--- src/rtl/pong_pkg.sv ---
// Shared constants, encodings and payload types for the pong ball logic.
package pong_pkg;

    localparam int unsigned H_ACTIVE = 640;
    localparam int unsigned V_ACTIVE = 480;
    localparam int unsigned COORD_W  = 10;
    localparam int unsigned CALC_W   = 11;
    localparam int unsigned RGB_W    = 12;

    typedef enum logic [1:0] {
        GS_IDLE   = 2'b00,
        GS_PLAY   = 2'b01,
        GS_P1_WIN = 2'b10,
        GS_P2_WIN = 2'b11
    } game_state_e;

    typedef enum logic [1:0] {
        BALL_IDLE  = 2'b00,
        BALL_SERVE = 2'b01,
        BALL_MOVE  = 2'b10
    } ball_state_e;

    // Ball position plus travel direction (1 = increasing coordinate).
    typedef struct packed {
        logic [COORD_W-1:0] x;
        logic [COORD_W-1:0] y;
        logic               dir_x;
        logic               dir_y;
    } ball_motion_t;

endpackage

--- src/rtl/pong_ball_if.sv ---
// Scan, paddle and game-control inputs plus ball outputs of the ball generator.
interface pong_ball_if;
    import pong_pkg::*;

    logic               frame_tick;
    logic [1:0]         game_state;
    logic [COORD_W-1:0] x;
    logic [COORD_W-1:0] y;
    logic [COORD_W-1:0] paddle1_y;
    logic [COORD_W-1:0] paddle2_y;
    logic               ball_on;
    logic [RGB_W-1:0]   rgb_ball;
    logic               score_p1;
    logic               score_p2;
    logic [COORD_W-1:0] ball_x;
    logic [COORD_W-1:0] ball_y;

    modport master (
        output frame_tick, game_state, x, y, paddle1_y, paddle2_y,
        input  ball_on, rgb_ball, score_p1, score_p2, ball_x, ball_y
    );

    modport slave (
        input  frame_tick, game_state, x, y, paddle1_y, paddle2_y,
        output ball_on, rgb_ball, score_p1, score_p2, ball_x, ball_y
    );

endinterface

--- src/rtl/pong_ball_collide.sv ---
// One-frame motion step: wall reflection, paddle bounce and miss detection.
module pong_ball_collide
    import pong_pkg::*;
#(
    parameter int unsigned BALL_SIZE  = 8,
    parameter int unsigned BALL_SPEED = 2,
    parameter int unsigned PADDLE1_X  = 20,
    parameter int unsigned PADDLE2_X  = 610,
    parameter int unsigned PADDLE_W   = 10,
    parameter int unsigned PADDLE_H   = 80
) (
    input  ball_motion_t       cur,
    input  logic [COORD_W-1:0] paddle1_y,
    input  logic [COORD_W-1:0] paddle2_y,
    output ball_motion_t       nxt_c,
    output logic               miss_left_c,
    output logic               miss_right_c
);

    localparam logic [CALC_W-1:0] SIZE_W  = CALC_W'(BALL_SIZE);
    localparam logic [CALC_W-1:0] SPEED_W = CALC_W'(BALL_SPEED);
    localparam logic [CALC_W-1:0] P1_EDGE = CALC_W'(PADDLE1_X + PADDLE_W);
    localparam logic [CALC_W-1:0] P2_EDGE = CALC_W'(PADDLE2_X);
    localparam logic [CALC_W-1:0] PH_W    = CALC_W'(PADDLE_H);
    localparam logic [CALC_W-1:0] H_W     = CALC_W'(H_ACTIVE);
    localparam logic [CALC_W-1:0] V_W     = CALC_W'(V_ACTIVE);
    localparam logic [CALC_W-1:0] Y_MAX   = CALC_W'(V_ACTIVE - BALL_SIZE);

    logic [CALC_W-1:0] bx, by, p1y, p2y;
    logic              ov1, ov2;

    assign bx  = CALC_W'(cur.x);
    assign by  = CALC_W'(cur.y);
    assign p1y = CALC_W'(paddle1_y);
    assign p2y = CALC_W'(paddle2_y);

    // Vertical overlap with each paddle, taken from the pre-update ball row.
    assign ov1 = (by + SIZE_W > p1y) && (by < p1y + PH_W);
    assign ov2 = (by + SIZE_W > p2y) && (by < p2y + PH_W);

    // Resolve both axes independently; a bounce is checked before a miss.
    always_comb begin
        nxt_c        = cur;
        miss_left_c  = 1'b0;
        miss_right_c = 1'b0;

        if (!cur.dir_y) begin
            if (by < SPEED_W) begin
                nxt_c.y     = '0;
                nxt_c.dir_y = 1'b1;
            end else begin
                nxt_c.y = COORD_W'(by - SPEED_W);
            end
        end else begin
            if (by + SPEED_W + SIZE_W >= V_W) begin
                nxt_c.y     = COORD_W'(Y_MAX);
                nxt_c.dir_y = 1'b0;
            end else begin
                nxt_c.y = COORD_W'(by + SPEED_W);
            end
        end

        if (cur.dir_x) begin
            if ((bx + SPEED_W + SIZE_W >= P2_EDGE) && (bx + SIZE_W <= P2_EDGE) && ov2) begin
                nxt_c.x     = COORD_W'(P2_EDGE - SIZE_W);
                nxt_c.dir_x = 1'b0;
            end else if (bx + SPEED_W + SIZE_W >= H_W) begin
                miss_right_c = 1'b1;
            end else begin
                nxt_c.x = COORD_W'(bx + SPEED_W);
            end
        end else begin
            if ((bx <= P1_EDGE + SPEED_W) && (bx >= P1_EDGE) && ov1) begin
                nxt_c.x     = COORD_W'(P1_EDGE);
                nxt_c.dir_x = 1'b1;
            end else if (bx < SPEED_W) begin
                miss_left_c = 1'b1;
            end else begin
                nxt_c.x = COORD_W'(bx - SPEED_W);
            end
        end
    end

endmodule

--- src/rtl/pong_ball.sv ---
// Pong ball: serve/move FSM, frame-synchronous position registers and pixel generator.
module pong_ball
    import pong_pkg::*;
#(
    parameter int unsigned      BALL_SIZE    = 8,
    parameter int unsigned      BALL_SPEED   = 2,
    parameter int unsigned      PADDLE1_X    = 20,
    parameter int unsigned      PADDLE2_X    = 610,
    parameter int unsigned      PADDLE_W     = 10,
    parameter int unsigned      PADDLE_H     = 80,
    parameter int unsigned      SERVE_FRAMES = 60,
    parameter logic [RGB_W-1:0] BALL_COLOR   = 12'hFFF
) (
    input logic        clk,
    input logic        reset,
    pong_ball_if.slave bus
);

    localparam int unsigned        CNT_W      = $clog2(SERVE_FRAMES + 1);
    localparam logic [CNT_W-1:0]   SERVE_LAST = CNT_W'(SERVE_FRAMES - 1);
    localparam logic [COORD_W-1:0] CENTRE_X   = COORD_W'((H_ACTIVE - BALL_SIZE) / 2);
    localparam logic [COORD_W-1:0] CENTRE_Y   = COORD_W'((V_ACTIVE - BALL_SIZE) / 2);
    localparam logic [CALC_W-1:0]  SIZE_W     = CALC_W'(BALL_SIZE);

    ball_state_e      state_q, state_d;
    ball_motion_t     ball_q, ball_d;
    ball_motion_t     coll_nxt;
    logic [CNT_W-1:0] cnt_q, cnt_d;
    logic             score_p1_q, score_p1_d;
    logic             score_p2_q, score_p2_d;
    logic             first_q, first_d;
    logic             serve_dx_q, serve_dx_d;
    logic             serve_dy_q, serve_dy_d;
    logic             miss_left, miss_right;
    logic             playing;

    assign playing = (game_state_e'(bus.game_state) == GS_PLAY);

    pong_ball_collide #(
        .BALL_SIZE (BALL_SIZE),
        .BALL_SPEED(BALL_SPEED),
        .PADDLE1_X (PADDLE1_X),
        .PADDLE2_X (PADDLE2_X),
        .PADDLE_W  (PADDLE_W),
        .PADDLE_H  (PADDLE_H)
    ) u_collide (
        .cur         (ball_q),
        .paddle1_y   (bus.paddle1_y),
        .paddle2_y   (bus.paddle2_y),
        .nxt_c       (coll_nxt),
        .miss_left_c (miss_left),
        .miss_right_c(miss_right)
    );

    // State and datapath registers with synchronous active-low reset.
    always_ff @(posedge clk) begin
        if (!reset) begin
            state_q    <= BALL_IDLE;
            ball_q     <= '{x: CENTRE_X, y: CENTRE_Y, dir_x: 1'b1, dir_y: 1'b1};
            cnt_q      <= '0;
            score_p1_q <= 1'b0;
            score_p2_q <= 1'b0;
            first_q    <= 1'b1;
            serve_dx_q <= 1'b1;
            serve_dy_q <= 1'b1;
        end else begin
            state_q    <= state_d;
            ball_q     <= ball_d;
            cnt_q      <= cnt_d;
            score_p1_q <= score_p1_d;
            score_p2_q <= score_p2_d;
            first_q    <= first_d;
            serve_dx_q <= serve_dx_d;
            serve_dy_q <= serve_dy_d;
        end
    end

    // Next-state logic: leaving play always parks the ball; motion only on frame_tick.
    always_comb begin
        state_d    = state_q;
        ball_d     = ball_q;
        cnt_d      = cnt_q;
        score_p1_d = 1'b0;
        score_p2_d = 1'b0;
        first_d    = first_q;
        serve_dx_d = serve_dx_q;
        serve_dy_d = serve_dy_q;

        if (!playing) begin
            state_d  = BALL_IDLE;
            ball_d.x = CENTRE_X;
            ball_d.y = CENTRE_Y;
            cnt_d    = '0;
        end else begin
            case (state_q)
                BALL_IDLE: begin
                    state_d  = BALL_SERVE;
                    ball_d.x = CENTRE_X;
                    ball_d.y = CENTRE_Y;
                    cnt_d    = '0;
                end
                BALL_SERVE: begin
                    if (bus.frame_tick) begin
                        if (cnt_q == SERVE_LAST) begin
                            state_d      = BALL_MOVE;
                            ball_d.dir_x = serve_dx_q;
                            if (first_q) begin
                                ball_d.dir_y = serve_dy_q;
                                first_d      = 1'b0;
                            end else begin
                                ball_d.dir_y = ~serve_dy_q;
                                serve_dy_d   = ~serve_dy_q;
                            end
                        end else begin
                            cnt_d = cnt_q + CNT_W'(1);
                        end
                    end
                end
                BALL_MOVE: begin
                    if (bus.frame_tick) begin
                        if (miss_right || miss_left) begin
                            score_p1_d = miss_right;
                            score_p2_d = miss_left;
                            serve_dx_d = miss_left;
                            state_d    = BALL_SERVE;
                            ball_d.x   = CENTRE_X;
                            ball_d.y   = CENTRE_Y;
                            cnt_d      = '0;
                        end else begin
                            ball_d = coll_nxt;
                        end
                    end
                end
                default: begin
                    state_d = BALL_IDLE;
                end
            endcase
        end
    end

    // Pixel hit test on the live scan position, no added latency.
    assign bus.ball_on = (state_q != BALL_IDLE)
                      && (CALC_W'(bus.x) >= CALC_W'(ball_q.x))
                      && (CALC_W'(bus.x) <  CALC_W'(ball_q.x) + SIZE_W)
                      && (CALC_W'(bus.y) >= CALC_W'(ball_q.y))
                      && (CALC_W'(bus.y) <  CALC_W'(ball_q.y) + SIZE_W);

    assign bus.rgb_ball = BALL_COLOR;
    assign bus.score_p1 = score_p1_q;
    assign bus.score_p2 = score_p2_q;
    assign bus.ball_x   = ball_q.x;
    assign bus.ball_y   = ball_q.y;

endmodule

--- src/flat_wrapper.sv ---
// flat-port wrapper written by rule: the top's interface ports become plain ports
module pong_ball_flat import pong_pkg::*;
#(
    parameter int unsigned      BALL_SIZE    = 8,
    parameter int unsigned      BALL_SPEED   = 2,
    parameter int unsigned      PADDLE1_X    = 20,
    parameter int unsigned      PADDLE2_X    = 610,
    parameter int unsigned      PADDLE_W     = 10,
    parameter int unsigned      PADDLE_H     = 80,
    parameter int unsigned      SERVE_FRAMES = 60,
    parameter logic [RGB_W-1:0] BALL_COLOR   = 12'hFFF
)
  (clk, reset, bus_frame_tick, bus_game_state, bus_x, bus_y, bus_paddle1_y, bus_paddle2_y, bus_ball_on, bus_rgb_ball, bus_score_p1, bus_score_p2, bus_ball_x, bus_ball_y);
  pong_ball_if bus_i ();
  input logic clk;
  input logic reset;
  input wire logic [$bits(bus_i.frame_tick)-1:0] bus_frame_tick;
  input wire logic [$bits(bus_i.game_state)-1:0] bus_game_state;
  input wire logic [$bits(bus_i.x)-1:0] bus_x;
  input wire logic [$bits(bus_i.y)-1:0] bus_y;
  input wire logic [$bits(bus_i.paddle1_y)-1:0] bus_paddle1_y;
  input wire logic [$bits(bus_i.paddle2_y)-1:0] bus_paddle2_y;
  output wire logic [$bits(bus_i.ball_on)-1:0] bus_ball_on;
  output wire logic [$bits(bus_i.rgb_ball)-1:0] bus_rgb_ball;
  output wire logic [$bits(bus_i.score_p1)-1:0] bus_score_p1;
  output wire logic [$bits(bus_i.score_p2)-1:0] bus_score_p2;
  output wire logic [$bits(bus_i.ball_x)-1:0] bus_ball_x;
  output wire logic [$bits(bus_i.ball_y)-1:0] bus_ball_y;
  assign bus_i.frame_tick = bus_frame_tick;
  assign bus_i.game_state = bus_game_state;
  assign bus_i.x = bus_x;
  assign bus_i.y = bus_y;
  assign bus_i.paddle1_y = bus_paddle1_y;
  assign bus_i.paddle2_y = bus_paddle2_y;
  assign bus_ball_on = bus_i.ball_on;
  assign bus_rgb_ball = bus_i.rgb_ball;
  assign bus_score_p1 = bus_i.score_p1;
  assign bus_score_p2 = bus_i.score_p2;
  assign bus_ball_x = bus_i.ball_x;
  assign bus_ball_y = bus_i.ball_y;
  pong_ball #(.BALL_SIZE(BALL_SIZE), .BALL_SPEED(BALL_SPEED), .PADDLE1_X(PADDLE1_X), .PADDLE2_X(PADDLE2_X), .PADDLE_W(PADDLE_W), .PADDLE_H(PADDLE_H), .SERVE_FRAMES(SERVE_FRAMES), .BALL_COLOR(BALL_COLOR)) u_core (.clk(clk), .reset(reset), .bus(bus_i));
endmodule
--- config.mk ---
export PLATFORM = sky130hd
export DESIGN_NAME = pong_ball_flat
export DESIGN_NICKNAME = d
export VERILOG_FILES = /design/src/rtl/pong_pkg.sv /design/src/rtl/pong_ball_if.sv /design/src/rtl/pong_ball_collide.sv /design/src/rtl/pong_ball.sv /design/src/flat_wrapper.sv
export SDC_FILE = /design/constraint.sdc
export NUM_CORES = 1
export LEC_CHECK = 0
export BUFFER_PORTS_ARGS = -buffer_cell sky130_fd_sc_hd__clkbuf_2
export CORE_MARGIN = 2
export CORE_UTILIZATION = 40
export DETAILED_ROUTE_END_ITERATION = 6
export HOLD_SLACK_MARGIN = 0.15
export PLACE_DENSITY = 0.56
export SLEW_MARGIN = 20
export SYNTH_ARGS = -nofsm -noshare
export SYNTH_HDL_FRONTEND = slang
export SYNTH_HIERARCHICAL = 1
export SYNTH_SLANG_ARGS = --single-unit
--- constraint.sdc ---
create_clock -name clk -period 6.7 [get_ports clk]
set_clock_uncertainty 0.2 [all_clocks]
set_input_delay 0.335 -clock clk [delete_from_list [all_inputs] [get_ports clk]]
set_output_delay 0.335 -clock clk [all_outputs]
set_load 0.005 [all_outputs]
=== Word level (Yosys, flattened, before mapping) ===
Index checks and enable logic that the tools add are counted.

* Logic and storage cells: 114
* Register bits: 35
* Input bits: 45

* Bitwise gates (word level): 1
* Muxes and demuxes: 38
* Equality and inequality tests: 12
* Order comparisons: 16
* Reductions and logical operators: 25
* Add/subtract/negate cells: 11

{| class="wikitable"
|+ Operators by type and width
! operator !! count
|-
| 2-to-1 mux 10 bit || 8
|-
| < comparator 10 x 11 -> 1 bit || 4
|-
| case mux 20 bit (2 select lines) || 1
|-
| 2-to-1 mux 6 bit || 4
|-
| adder 10 x 2 -> 11 bit (second input constant) || 2
|-
| adder 10 x 4 -> 11 bit (second input constant) || 2
|-
| adder 10 x 7 -> 11 bit (second input constant) || 2
|-
| adder 11 x 4 -> 11 bit (second input constant) || 2
|-
| greater-or-equal comparator 11 x 10 -> 1 bit (second input constant) || 2
|-
| > comparator 11 x 10 -> 1 bit || 2
|-
| 2-to-1 mux 22 bit || 1
|-
| greater-or-equal comparator 10 bit || 2
|-
| < comparator 10 x 2 -> 1 bit (second input constant) || 2
|-
| 2-to-1 mux 20 bit || 1
|-
| subtractor 10 x 2 -> 10 bit (second input constant) || 2
|-
| case mux 6 bit (3 select lines) || 1
|-
| AND reduction 4 bit || 4
|-
| 2-to-1 mux 2 bit || 7
|-
| 2-to-1 mux 1 bit || 13
|-
| greater-or-equal comparator 11 x 9 -> 1 bit (second input constant) || 1
|-
| <= comparator 11 x 10 -> 1 bit (second input constant) || 1
|-
| greater-or-equal comparator 10 x 5 -> 1 bit (second input constant) || 1
|-
| <= comparator 10 x 6 -> 1 bit (second input constant) || 1
|-
| logical AND 1 bit || 10
|-
| other kinds (18) || 27
|}

=== Logic depth before layout (Yosys ltp) ===
Gate-level depths: netlist (run 1).

* Depth in word-level cells: 11
* Mapped depth: 18
* Mapped depth without buffers: 17

=== By module ===
Netlist (run 1), hierarchy kept.

{| class="wikitable"
|+ By module, submodules not included
! module !! instances !! cells an instance !! sequential area each (um2) !! area each (um2)
|-
| pong_ball_collide || 1 || 407 || 0.0 || 2822.7
|-
| pong_ball || 1 || 313 || 700.7 || 2622.5
|}

=== Worst setup path before layout (run 1) ===
OpenSTA, ideal clock, no wires.

* Path kind: register -> register
* Start point: reg u_core.ball_q, in the netlist u_core/bus.ball_x[1]
* End point: reg u_core.cnt_q[4]
* Setup slack: 2.926 ns
* Path buffers: 1
* Period minus slack after synthesis: 3.774 ns
* Data arrival time: 3.460 ns
* Data required time: 6.386 ns
* Stages on the path, launching flop included: 18
* Cells stage by stage: dfxtp_1 > ha_1 > buf_2 > xor2_1 > ha_1 > nand4b_1 > o22ai_1 > nor3_1 > xnor2_1 > o211ai_1 > nand3_1 > nand2_1 > nor2_1 > o21ai_0 > a21oi_2 > o2111ai_1 > xor2_1 > nor2_1

* Longest elaborated chain between the ends: 10
* Elaborated cells on any way between the ends: 22
* Classes of those cells: 3 x add/sub; 6 x order compare; 1 x eq/ne; 6 x mux; 6 x reduce/logical

{| class="wikitable"
|+ RTL lines
! what !! line !! source
|-
| start, declared || pong_ball.sv:26 || <nowiki>ball_motion_t ball_q, ball_d;</nowiki>
|-
| start signal, assigned || pong_ball.sv:59 || <nowiki>ball_q <= '{x: CENTRE_X, y: CENTRE_Y, dir_x: 1'b1, dir_y: 1'b1};</nowiki>
|-
| start signal, assigned || pong_ball.sv:68 || <nowiki>ball_q <= ball_d;</nowiki>
|-
| adder 10 x 2 -> 11 bit || n/a ||
|-
| adder 11 x 4 -> 11 bit || pong_ball_collide.sv:64, pong_ball_collide.sv:67 ||
|-
| greater-or-equal comparator 11 x 10 -> 1 bit || pong_ball_collide.sv:64 || <nowiki>if ((bx + SPEED_W + SIZE_W >= P2_EDGE) && (bx + SIZE_W <= P2_EDGE) && ov2) begin</nowiki>
|-
| logical AND 1 bit (2 in a row) || pong_ball_collide.sv:64 ||
|-
| 2-to-1 mux 1 bit (*) || pong_ball_collide.sv:64 ||
|-
| 2-to-1 mux 1 bit (*) || pong_ball_collide.sv:63 || <nowiki>if (cur.dir_x) begin</nowiki>
|-
| named net u_core.miss_right || pong_ball.sv:34 || <nowiki>logic miss_left, miss_right;</nowiki>
|-
| logical OR 1 bit (*) || pong_ball.sv:121 || <nowiki>if (miss_right || miss_left) begin</nowiki>
|-
| != test 2 x 1 -> 1 bit (no line) (*) || n/a ||
|-
| AND reduction 5 bit (no line) (*) || n/a ||
|-
| end signal, assigned || pong_ball.sv:69 || <nowiki>cnt_q <= cnt_d;</nowiki>
|-
| end, declared || pong_ball.sv:28 || <nowiki>logic [CNT_W-1:0] cnt_q, cnt_d;</nowiki>
|}

Mark *: on every way through the listed nets, which the timed path passes. The rest lies on a longest branch.
A chain may end at the register's enable or synchronous reset.

=== Final worst setup path (run 1) ===
* Start point: reg u_core.ball_q, in the netlist u_core/bus.ball_y[3]
* End point: reg u_core.ball_q, in the netlist u_core/bus.ball_x[5]

* Longest elaborated chain between the ends: 10
* Elaborated cells on any way between the ends: 23
* Classes of those cells: 1 x add/sub; 4 x order compare; 2 x eq/ne; 10 x mux; 6 x reduce/logical

{| class="wikitable"
|+ RTL lines
! what !! line !! source
|-
| adder 10 x 4 -> 11 bit || pong_ball_collide.sv:39 || <nowiki>assign ov2 = (by + SIZE_W > p2y) && (by < p2y + PH_W);</nowiki>
|-
| > comparator 11 x 10 -> 1 bit || pong_ball_collide.sv:39 ||
|-
| logical AND 1 bit (*) || pong_ball_collide.sv:39 ||
|-
| logical AND 1 bit (*) || pong_ball_collide.sv:64 ||
|-
| 2-to-1 mux 1 bit (*) || pong_ball_collide.sv:64 ||
|-
| 2-to-1 mux 1 bit (*) || pong_ball_collide.sv:63 ||
|-
| named net u_core.miss_right || pong_ball.sv:34 ||
|-
| logical OR 1 bit (*) || pong_ball.sv:121 ||
|-
| 2-to-1 mux 20 bit || pong_ball.sv:121 ||
|-
| 2-to-1 mux 22 bit || pong_ball.sv:120 || <nowiki>if (bus.frame_tick) begin</nowiki>
|-
| case mux 20 bit (2 select lines) || pong_ball.sv:95 || <nowiki>case (state_q)</nowiki>
|}

Mark *: on every way through the listed nets, which the timed path passes. The rest lies on a longest branch. The select of a mux whose other input is x is not followed.

==> results of run 1 <==
path summary, 6_finish.rpt:
kind / startpoint / endpoint / cells past startpoint
setup / recovery: u_core/bus.ball_y[3] / u_core/bus.ball_x[5] / 16
hold / removal: bus_frame_tick / u_core/state_q[0] / 4
hold reg to reg: u_core/serve_dx_q / u_core/serve_dx_q / 1
setup reg to reg: u_core/bus.ball_y[3] / u_core/bus.ball_x[5] / 16
state kept, by name, summed over array words and instances, names as in the netlist:
register,count
u_core/ball_q,2
u_core/bus.ball_x,10
u_core/bus.ball_y,10
u_core/bus.score_p1,1
u_core/bus.score_p2,1
u_core/cnt_q,6
u_core/first_q,1
u_core/serve_dx_q,1
u_core/serve_dy_q,1
u_core/state_q,2
area by class of cell:
| type | count | share of cell area |
|---|---|---|
| Timing Repair Buffer | 71 | 0.0625 |
| Clock buffer | 5 | 0.0212 |
| Multi-Input combinational cell | 577 | 0.712 |
| Tap cell | 176 | 0.0374 |
| Sequential cell | 35 | 0.119 |
| Clock inverter | 3 | 0.00744 |
| Inverter | 64 | 0.0408 |
cell families after synthesis:
group | after synthesis | share of synthesized area
AO/OA/AOI/OAI | 193 | 0.249
XOR/XNOR | 48 | 0.0772
adder cells (fa/ha/maj) | 84 | 0.193
buffers and inverters | 119 | 0.109
flip-flops | 35 | 0.129
multiplexers | 10 | 0.0191
other | 1 | 0.000689
AND/OR/NAND/NOR | 230 | 0.223
critical path, stage by stage (launching register included):
cell and delay (ns):
dfxtp_1 0.74, ha_1 0.39, nand3_1 0.15, xnor2_1 0.27, ha_1 0.28, and4_1 0.21
nand4_1 0.09, o22ai_1 0.08, a31oi_1 0.26, o221a_2 0.29, nand3_1 0.14, nand2_1 0.22
nor2_1 0.12, o21ai_0 0.30, a21oi_2 0.19, nor2_2 0.37, o211ai_1 0.16
layout by cell type, fill, tap and decap left out, types with 8 or more instances in the layout:
master and count:
ha_1 84, clkbuf_2 67, inv_1 62, nand2_1 51, nor2_1 50, a21oi_1 38, o21ai_0 36, dfxtp_1 35
xnor2_1 32, nand3_1 24, o211ai_1 22, nor3_1 17, xor2_1 16, nor2b_1 13, a22oi_1 12, conb_1 12
and3_1 11, nand4_1 10, a31oi_1 10, a21o_1 8
routing by layer:
metal	GRT usage	up-vias
li1	-	2652
met1	0.261	2440
met2	0.374	139
met3	0.0184	20
met4	0.0661	0
met5	0	-
power groups by stage:
| stage | Sequential (mW) | Clock (mW) | Combinational, mW |
|---|---|---|---|
| floorplan | 0.214 | 0 | 0.0672 |
| global placement | 0.214 | 0 | 0.0952 |
| detailed placement | 0.214 | 0 | 0.0973 |
| CTS | 0.209 | 0.271 | 0.0984 |
| global route | 0.209 | 0.280 | 0.114 |
| finish | 0.210 | 0.265 | 0.0980 |
synthesized netlist by cell type, types with 12 or more instances:
master and instances:
nor2_1 50, nor3_1 17, inv_1 62, buf_4 35, nand3_1 24, xor2_1 16, a21oi_1 38, xnor2_1 32
o211ai_1 22, dfxtp_1 35, o21ai_0 36, nor2b_1 13, nand2_1 51, a22oi_1 12, ha_1 84
stage by stage:
| stage | power (mW) | utilization | hold slack, ns | cells |
|---|---|---|---|---|
| after CTS | 0.579 | 0.445 | 0.270 | 931 |
| after global placement | 0.309 | 0.431 | 0.287 | 922 |
| after detailed placement | 0.311 | 0.431 | 0.293 | 922 |
| after global routing | 0.604 | 0.445 | 0.290 | 931 |
| after floorplan | 0.281 | - | 0.197 | 731 |
| final | 0.573 | 0.445 | 0.273 | 931 |
repair_timing:
action | 4_1_cts | 5_1_grt
setup endpoints to repair | 0 | 0
hold endpoints to repair | 4 | 0
setup buffers | 0 | 0
hold buffers | 1 | 0
==> flow_summary.yaml, run 1 <==
clock_network:
  clock-sinks: 35
  clk_pin_slew_ns: 0.06
  cts_tree: "built"
  ctsResizeCount: 0
  cts_buffers: 5
  clockBufferDepth: 2
  htreeDepth: 2
  clock-root-buffer: "clkbuf_16"
  clkLatencyLatePin_ns: 0.28
critical_path:
  crit_fanout: 17
  end_kind: "flip-flop"
  r2r_slack_ns: 2.08
  start_kind: "flip-flop"
  worstSetupPathType: "flip-flop to flip-flop"
  cp.required_ns: 6.64
  worst_ep_arrival_time_ns: 4.56
detailed_routing:
  detail_route.wl_per_cell_um: 16.3
  wl_met3_um: 480
  drc: 0
  highest_layer: "met4"
  postRouteWirelength_mm: 15.2
  via_per_inst: 5.64
  met1Wirelength_mm: 6.98
  ant_nets: 0
  drt-initial-drc-count: 261
  first_pass_iters: 5
  wl_met2_mm: 7.44
  dr_total_vias: 5251
timing:
  finalSetupViolCount: 0
  tightest_slew_ns: 0.843
  fin_crit_ns: 4.62
  finalCritPeriodShare: 0.690
  slew_headroom: 0.434
  slew_viol_final: 0
  tns_ns: 0
  hold_viol: 0
  worst_slack_ns: 2.08
  fmax_ghz: 0.216
  rsz0062_at_grt: "no"
min_path:
  hold_path_class: "input pin to flip-flop"
power_and_ir_drop:
  p_seq_frac: 0.366
  power_density_mw_per_mm2: 97.3
  combPwrFrac: 0.171
  netSwitchingPower_uw: 145
  clock_power_share: 0.463
  ir_drop_uv: 112
  power.leakage_nw: 2.71
  power.internal_uw: 428
  swShare: 0.253
finish:
  drive_above_1_share: 0.139
  fin_nets: 883
  fill_cells: 1427
  multi_input_area_mm2: 0.00419
  regArea_um2: 701
  diodes: 0
  final_area_mm2: 0.00589
  area_delta_synth_final_pct: 8.13
die:
  start_util: 0.411
  fp.dieW_um: 121
  io_pins: 80
  core_mm2: 0.0132
  die_area_mm2: 0.0146
  core.rowCount: 42
  die-height_um: 121
yosys:
  netlist_top_cells_area: "ha_1 (19%), dfxtp_1 (13%), xnor2_1 (5.1%)"
  synth_seq_cells: 35
  synth_cells: 720
  ys_seq_area_frac: 0.129
  synthFlopType: "dfxtp_1"
  synth_edf_count: 0
  async_reset_ff_frac: 0
  synth_top_area_share: 0.193
  avgSynthCellArea_um2: 7.56
  ys_types: 84
  synth_area_leader_cell: "ha_1"
  ys_warn_count: 6
  synth_area_mm2: 0.00545
job:
  maxCapViolCount: 0
status:
  status: "completed"
global_route:
  antenna_found_initial: 0
  grt_pass1_vias: 5091
  grt_max_degree: 26
  grt.total_usage: 0.208
  grt_pass1_wl_mm: 24.9
  grt_overflow_total: 0
placement:
  hpwl_mm: 11.9
  pre_cts_slack_ns: 2.12
  place_congestion: 0.874
  portBuffers: 67
  placed_area_mm2: 0.00571
(Power assumes the default switching activity.)
==> run 2, diff against run 1 <==
--- a/config.mk
+++ b/config.mk
@@ -5,12 +5,13 @@
 export SDC_FILE = /design/constraint.sdc
 export NUM_CORES = 1
 export LEC_CHECK = 0
+export ABC_AREA = 1
 export BUFFER_PORTS_ARGS = -buffer_cell sky130_fd_sc_hd__clkbuf_2
 export CORE_MARGIN = 2
 export CORE_UTILIZATION = 40
 export DETAILED_ROUTE_END_ITERATION = 6
 export HOLD_SLACK_MARGIN = 0.15
-export PLACE_DENSITY = 0.56
+export PLACE_DENSITY = 0.58
 export SLEW_MARGIN = 20
 export SYNTH_ARGS = -nofsm -noshare
 export SYNTH_HDL_FRONTEND = slang
==> constraint.sdc (replaced) <==
create_clock -name clk -period 3.9 [get_ports clk]
set_clock_uncertainty 0.2 [all_clocks]
set_input_delay 0.195 -clock clk [delete_from_list [all_inputs] [get_ports clk]]
set_output_delay 0.195 -clock clk [all_outputs]
set_load 0.005 [all_outputs]
==> run 2 against run 1 <==
Net effect:
- via count up 9.0%
- register-to-register slack worse by 1.7 ns
- hold slack worse by 0.016 ns
- clock power up 43%
- first-iteration DRC count up 49%
- total power up 61%
- sequential share of layout area down 0.65 points
- sequential power up 72%
- combinational power up 86%
==> flow_summary.yaml, run 2 <==
yosys:
  async_reset_ff_frac: 0
  synth_commonest_cells: "nand2_1 (251), inv_1 (114), nor2_1 (85)"
  synth_area_leader_cell: "ha_1"
  ys_seq_area_frac: 0.124
  synth_edf_count: 0
  synth_area_mm2: 0.00564
  synth_seq_cells: 35
  synth_cells: 916
  netlist_top_cells_area: "ha_1 (19%), nand2_1 (17%), dfxtp_1 (12%)"
  post-synth-top-count-cell: "nand2_1"
  synthFlopType: "dfxtp_1"
  synth_top_area_share: 0.187
  avgSynthCellArea_um2: 6.15
  ys_warn_count: 6
  ys_types: 43
global_route:
  grt_max_degree: 24
  grt_pass1_vias: 5319
  grt_use_met2: 0.359
  antenna_found_initial: 0
  grt_pass1_wl_mm: 25.5
  grt_util_met3: 0.0149
  met1_usage: 0.284
  grt_overflow_total: 0
  grt.total_usage: 0.210
  top_usage_layer: "met2"
timing:
  finalSetupViolCount: 0
  finalCritPeriodShare: 0.908
  rsz0062_at_grt: "no"
  worst_slack_ns: 0.358
  tns_ns: 0
  fmax_ghz: 0.282
  fin_crit_ns: 3.54
  slew_headroom: 0.584
  slew_viol_final: 0
  tightest_slew_ns: 0.623
  hold_viol: 0
die:
  io_pins: 80
  fp.dieW_um: 123
  die_area_mm2: 0.0151
  core_mm2: 0.0138
  start_util: 0.408
  die-height_um: 123
  core.rowCount: 43
clock_network:
  clock-sinks: 35
  clk_pin_slew_ns: 0.05
  cts_buffers: 5
  clockBufferDepth: 2
  post_cts_buffers: 0
  clkLatencyLatePin_ns: 0.27
  htreeDepth: 2
  cts_tree: "built"
  clock-root-buffer: "clkbuf_16"
placement:
  pre_cts_slack_ns: 0.350
  portBuffers: 67
  placed_area_mm2: 0.00605
  place_congestion: 0.913
  hpwl_mm: 12.6
  dp.cells: 1147
detailed_routing:
  dr_total_vias: 5725
  first_pass_iters: 5
  ant_nets: 0
  drc: 0
  postRouteWirelength_mm: 15.5
  via_per_inst: 4.94
  drt-initial-drc-count: 388
  detail_route.wl_per_cell_um: 13.3
critical_path:
  start_kind: "flip-flop"
  cp.required_ns: 3.90
  worstSetupPathType: "flip-flop to flip-flop"
  worst_ep_arrival_time_ns: 3.54
  crit_fanout: 10
  end_kind: "flip-flop"
power_and_ir_drop:
  combPwrFrac: 0.197
  p_seq_frac: 0.391
  clock_power_share: 0.412
  netSwitchingPower_uw: 251
  power.internal_uw: 672
  power_density_mw_per_mm2: 148
  swShare: 0.272
  ir_drop_uv: 139
  power.leakage_nw: 3.39
finish:
  fin_nets: 1107
  fin_util: 0.450
  stdcell_count: 1159
  drive_above_1_share: 0.140
  area_delta_synth_final_pct: 10.5
  diodes: 0
  final_area_mm2: 0.00623
  layout_commonest_cell: "nand2_1"
  mostFrequentLayoutCells: "nand2_1 (251), inv_1 (114), nor2_1 (84), ha_1 (84), clkbuf_2 (67)"
  fill_cells: 1519
job:
  maxCapViolCount: 0
min_path:
  hold_path_class: "input pin to flip-flop"
status:
  status: "completed"
==> run 2: what timing repair did <==
item	CTS	global route
setup endpoints to repair	0	6
resized for setup	0	1
hold buffers	4	0
endpoints found under the hold margin	9	0
==> run 2: worst paths after layout <==
kind / start / to / slack [ns] / cells after the start
max: u_core/bus.ball_y[3] / u_core/bus.ball_x[0] / 0.36 / 20
max reg2reg: u_core/bus.ball_y[3] / u_core/bus.ball_x[0] / 0.36 / 20
min: bus_game_state[1] / u_core/serve_dy_q / 0.26 / 8
min reg2reg: u_core/serve_dx_q / u_core/serve_dx_q / 0.26 / 2
==> run 2: kinds of logic (layout without fill, tap and decap cells) <==
logic type | after synthesis | after routing | share of synthesized area
XOR/XNOR | 40 | 40 | 0.0622
multiplexers | 1 | 1 | 0.00178
flip-flops | 35 | 35 | 0.124
other | 1 | 12 | 0.000665
buffers and inverters | 171 | 223 | 0.144
AND/OR/NAND/NOR | 462 | 462 | 0.357
adder cells (fa/ha/maj) | 84 | 84 | 0.187
AO/OA/AOI/OAI | 122 | 122 | 0.123
==> run 2: power by group through the flow <==
stage                     combinational [mW]  sequential (mW)  clock (mW)
after floorplan                        0.128            0.367           0
after global placement                 0.178            0.369           0
after detailed placement               0.179            0.369           0
after CTS                              0.183            0.361       0.391
after global routing                   0.213            0.361       0.406
final                                  0.182            0.361       0.380
==> run 2: per-layer routing <==
| metal | share of wire | routed length (um) |
|---|---|---|
| met2 | 0.46 | 7120 |
| met1 | 0.49 | 7530 |
| met3 | 0.034 | 530 |
| met5 | 0 | 0 |
| met4 | 0.018 | 274 |
==> run 2: area by class of cell <==
cell class,count,area [um^2],share of cell area
Clock inverter,1,5.00,0.000804
Clock buffer,7,133,0.0213
Tap cell,180,225,0.0362
Sequential cell,35,701,0.113
Multi-Input combinational cell,721,4170,0.669
Inverter,123,462,0.0742
Timing Repair Buffer,92,533,0.0856
==> run 2: critical path, stage by stage, from the launching register on <==
cell,delay [ns]
dfxtp_1,0.37
inv_1,0.13
nor2_2,0.21
xor2_1,0.20
inv_1,0.10
ha_1,0.33
nand2_1,0.08
o21a_1,0.19
nor2_1,0.10
nor2_1,0.05
nand2_1,0.05
nand2_1,0.05
nor2_1,0.31
nand2_2,0.11
nand2_2,0.08
a21oi_2,0.06
nor2_1,0.21
nand2_4,0.11
nor2_4,0.28
nand2_1,0.11
a21oi_1,0.14
==> run 2: through the flow <==
step                      power [mW]  hold slack (ns)
after global routing           0.980            0.290
after global placement         0.547            0.249
after CTS                      0.936            0.266
final                          0.923            0.257
after detailed placement       0.548            0.248
after floorplan                0.495           0.0637
==> run 3, diff against run 2 <==
--- a/config.mk
+++ b/config.mk
@@ -8,10 +8,10 @@
 export ABC_AREA = 1
 export BUFFER_PORTS_ARGS = -buffer_cell sky130_fd_sc_hd__clkbuf_2
 export CORE_MARGIN = 2
-export CORE_UTILIZATION = 40
+export CORE_UTILIZATION = 45
 export DETAILED_ROUTE_END_ITERATION = 6
 export HOLD_SLACK_MARGIN = 0.15
-export PLACE_DENSITY = 0.58
+export PLACE_DENSITY = 0.65
 export SLEW_MARGIN = 20
 export SYNTH_ARGS = -nofsm -noshare
 export SYNTH_HDL_FRONTEND = slang
==> run 3 against run 2 <==
Net effect:
- the run now ends with design-rule violations left
- global-route usage up 1.5 points
- hold slack worse by 0.013 ns
- die area down 11%
- design area down 0.88%
- largest cell class unchanged
- highest routed layer unchanged
==> flow_summary.yaml, run 3 (same netlist as run 2, synthesis figures left out) <==
detailed_routing:
  first_pass_iters: 7
  drt-initial-drc-count: 374
  via_per_inst: 5.04
  ant_nets: 0
  drc: 5
  detail_route.wl_per_cell_um: 13.0
  postRouteWirelength_mm: 14.8
  dr_total_vias: 5754
power_and_ir_drop:
  power_uw: 928
  power.leakage_nw: 3.36
  power_density_mw_per_mm2: 150
  ir_drop_uv: 158
finish:
  fill_cells: 1308
  area_delta_synth_final_pct: 9.50
  layout_commonest_cell: "nand2_1"
  multi_input_area_mm2: 0.00417
  diodes: 0
  mostFrequentLayoutCells: "nand2_1 (251), inv_1 (114), nor2_1 (84), ha_1 (84), clkbuf_2 (67)"
  fin_nets: 1101
  regArea_um2: 702
  fin_util: 0.510
  drive_above_1_share: 0.137
clock_network:
  cts_tree: "built"
  clock-sinks: 35
  clock-root-buffer: "clkbuf_16"
  clk_pin_slew_ns: 0.06
  cts_buffers: 5
  clockBufferDepth: 2
  clkLatencyLatePin_ns: 0.28
  post_cts_buffers: 0
  htreeDepth: 2
global_route:
  grt.total_usage: 0.225
  grt_max_degree: 24
  grt_overflow_total: 0
  antenna_found_initial: 0
  grt_pass1_wl_mm: 24.7
  grt_pass1_vias: 5197
die:
  fp.dieW_um: 116
  die_area_mm2: 0.0134
  die-height_um: 116
  io_pins: 80
  core_mm2: 0.0121
  start_util: 0.465
  core.rowCount: 40
timing:
  slew_headroom: 0.318
  finalCritPeriodShare: 0.899
  fmax_ghz: 0.285
  tns_ns: 0
  rsz0062_at_grt: "no"
  fin_crit_ns: 3.50
  slew_viol_final: 0
  tightest_slew_ns: 1.02
  hold_viol: 0
  worst_slack_ns: 0.395
  finalSetupViolCount: 0
placement:
  hpwl_mm: 12.0
  place_congestion: 0.895
  portBuffers: 67
  pre_cts_slack_ns: 0.265
critical_path:
  start_kind: "flip-flop"
  cp.required_ns: 3.82
  crit_fanout: 10
  worst_ep_arrival_time_ns: 3.43
  worstSetupPathType: "flip-flop to flip-flop"
  end_kind: "flip-flop"
status:
  failed_checks: "design-rule violations"
  status: "finished with violations"
min_path:
  hold_path_class: "input pin to flip-flop"
job:
  maxCapViolCount: 0
-- run 3: path summary, 6_finish.rpt --
kind | startpoint | endpoint | slack, ns | depth (start not counted)
max | u_core/bus.ball_y[3] | u_core/bus.ball_y[3] | 0.40 | 19
min | bus_game_state[1] | u_core/serve_dy_q | 0.24 | 8
max reg2reg | u_core/bus.ball_y[3] | u_core/bus.ball_y[3] | 0.40 | 19
min reg2reg | u_core/serve_dx_q | u_core/serve_dx_q | 0.25 | 2
-- run 3: area by class of cell --
cell class,instances,share of cell area
clock buffers,6,0.0209
multi-input cells,721,0.675
well taps,168,0.0341
clock inverters,2,0.00203
inverters,123,0.0748
repair buffers,86,0.0791
flip-flops and latches,35,0.114
-- run 3: critical path, stage by stage (launching register included) --
cell,delay [ns]
dfxtp_1,0.45
inv_1,0.15
nor2_2,0.22
nand3_1,0.11
xor2_1,0.18
ha_1,0.34
nand2_1,0.06
nand3b_1,0.16
nand3b_1,0.17
nand2_1,0.09
nand2_1,0.05
nor2_1,0.20
nand2_2,0.10
nand2_2,0.08
a21oi_2,0.05
nor2_1,0.21
nand2_4,0.11
a21oi_2,0.12
buf_4,0.19
o211ai_1,0.10
-- run 3: stage by stage --
stage	area (um^2)	std cells	hold slack, ns
2_1_floorplan	5680	927	0.0637
3_3_place_gp	5990	1129	0.247
3_5_place_dp	5990	1129	0.246
4_1_cts	6170	1141	0.249
5_1_grt	6170	1141	0.276
6_report	6170	1141	0.244
-- run 3: what timing repair did --
action / in CTS / in global routing
resized for setup: 0 / 2
endpoints found under the setup margin: 0 / 28
hold buffers: 4 / 0
hold endpoints to repair: 9 / 0
-- run 3: routing by layer --
metal  global-route usage  vias up  wire [um]
met3               0.0293       18        671
met5                    0        -          0
met1                0.306     2547       7190
met4               0.0516        0        201
li1                     -     3038          -
met2                0.381      151       6760
-- run 3: power breakdown --
group          switching [mW]  internal [mW]  total [mW]
Sequential            0.00224          0.359       0.361
Combinational           0.104         0.0767       0.181
Clock                   0.150          0.236       0.386
Total                   0.257          0.671       0.928
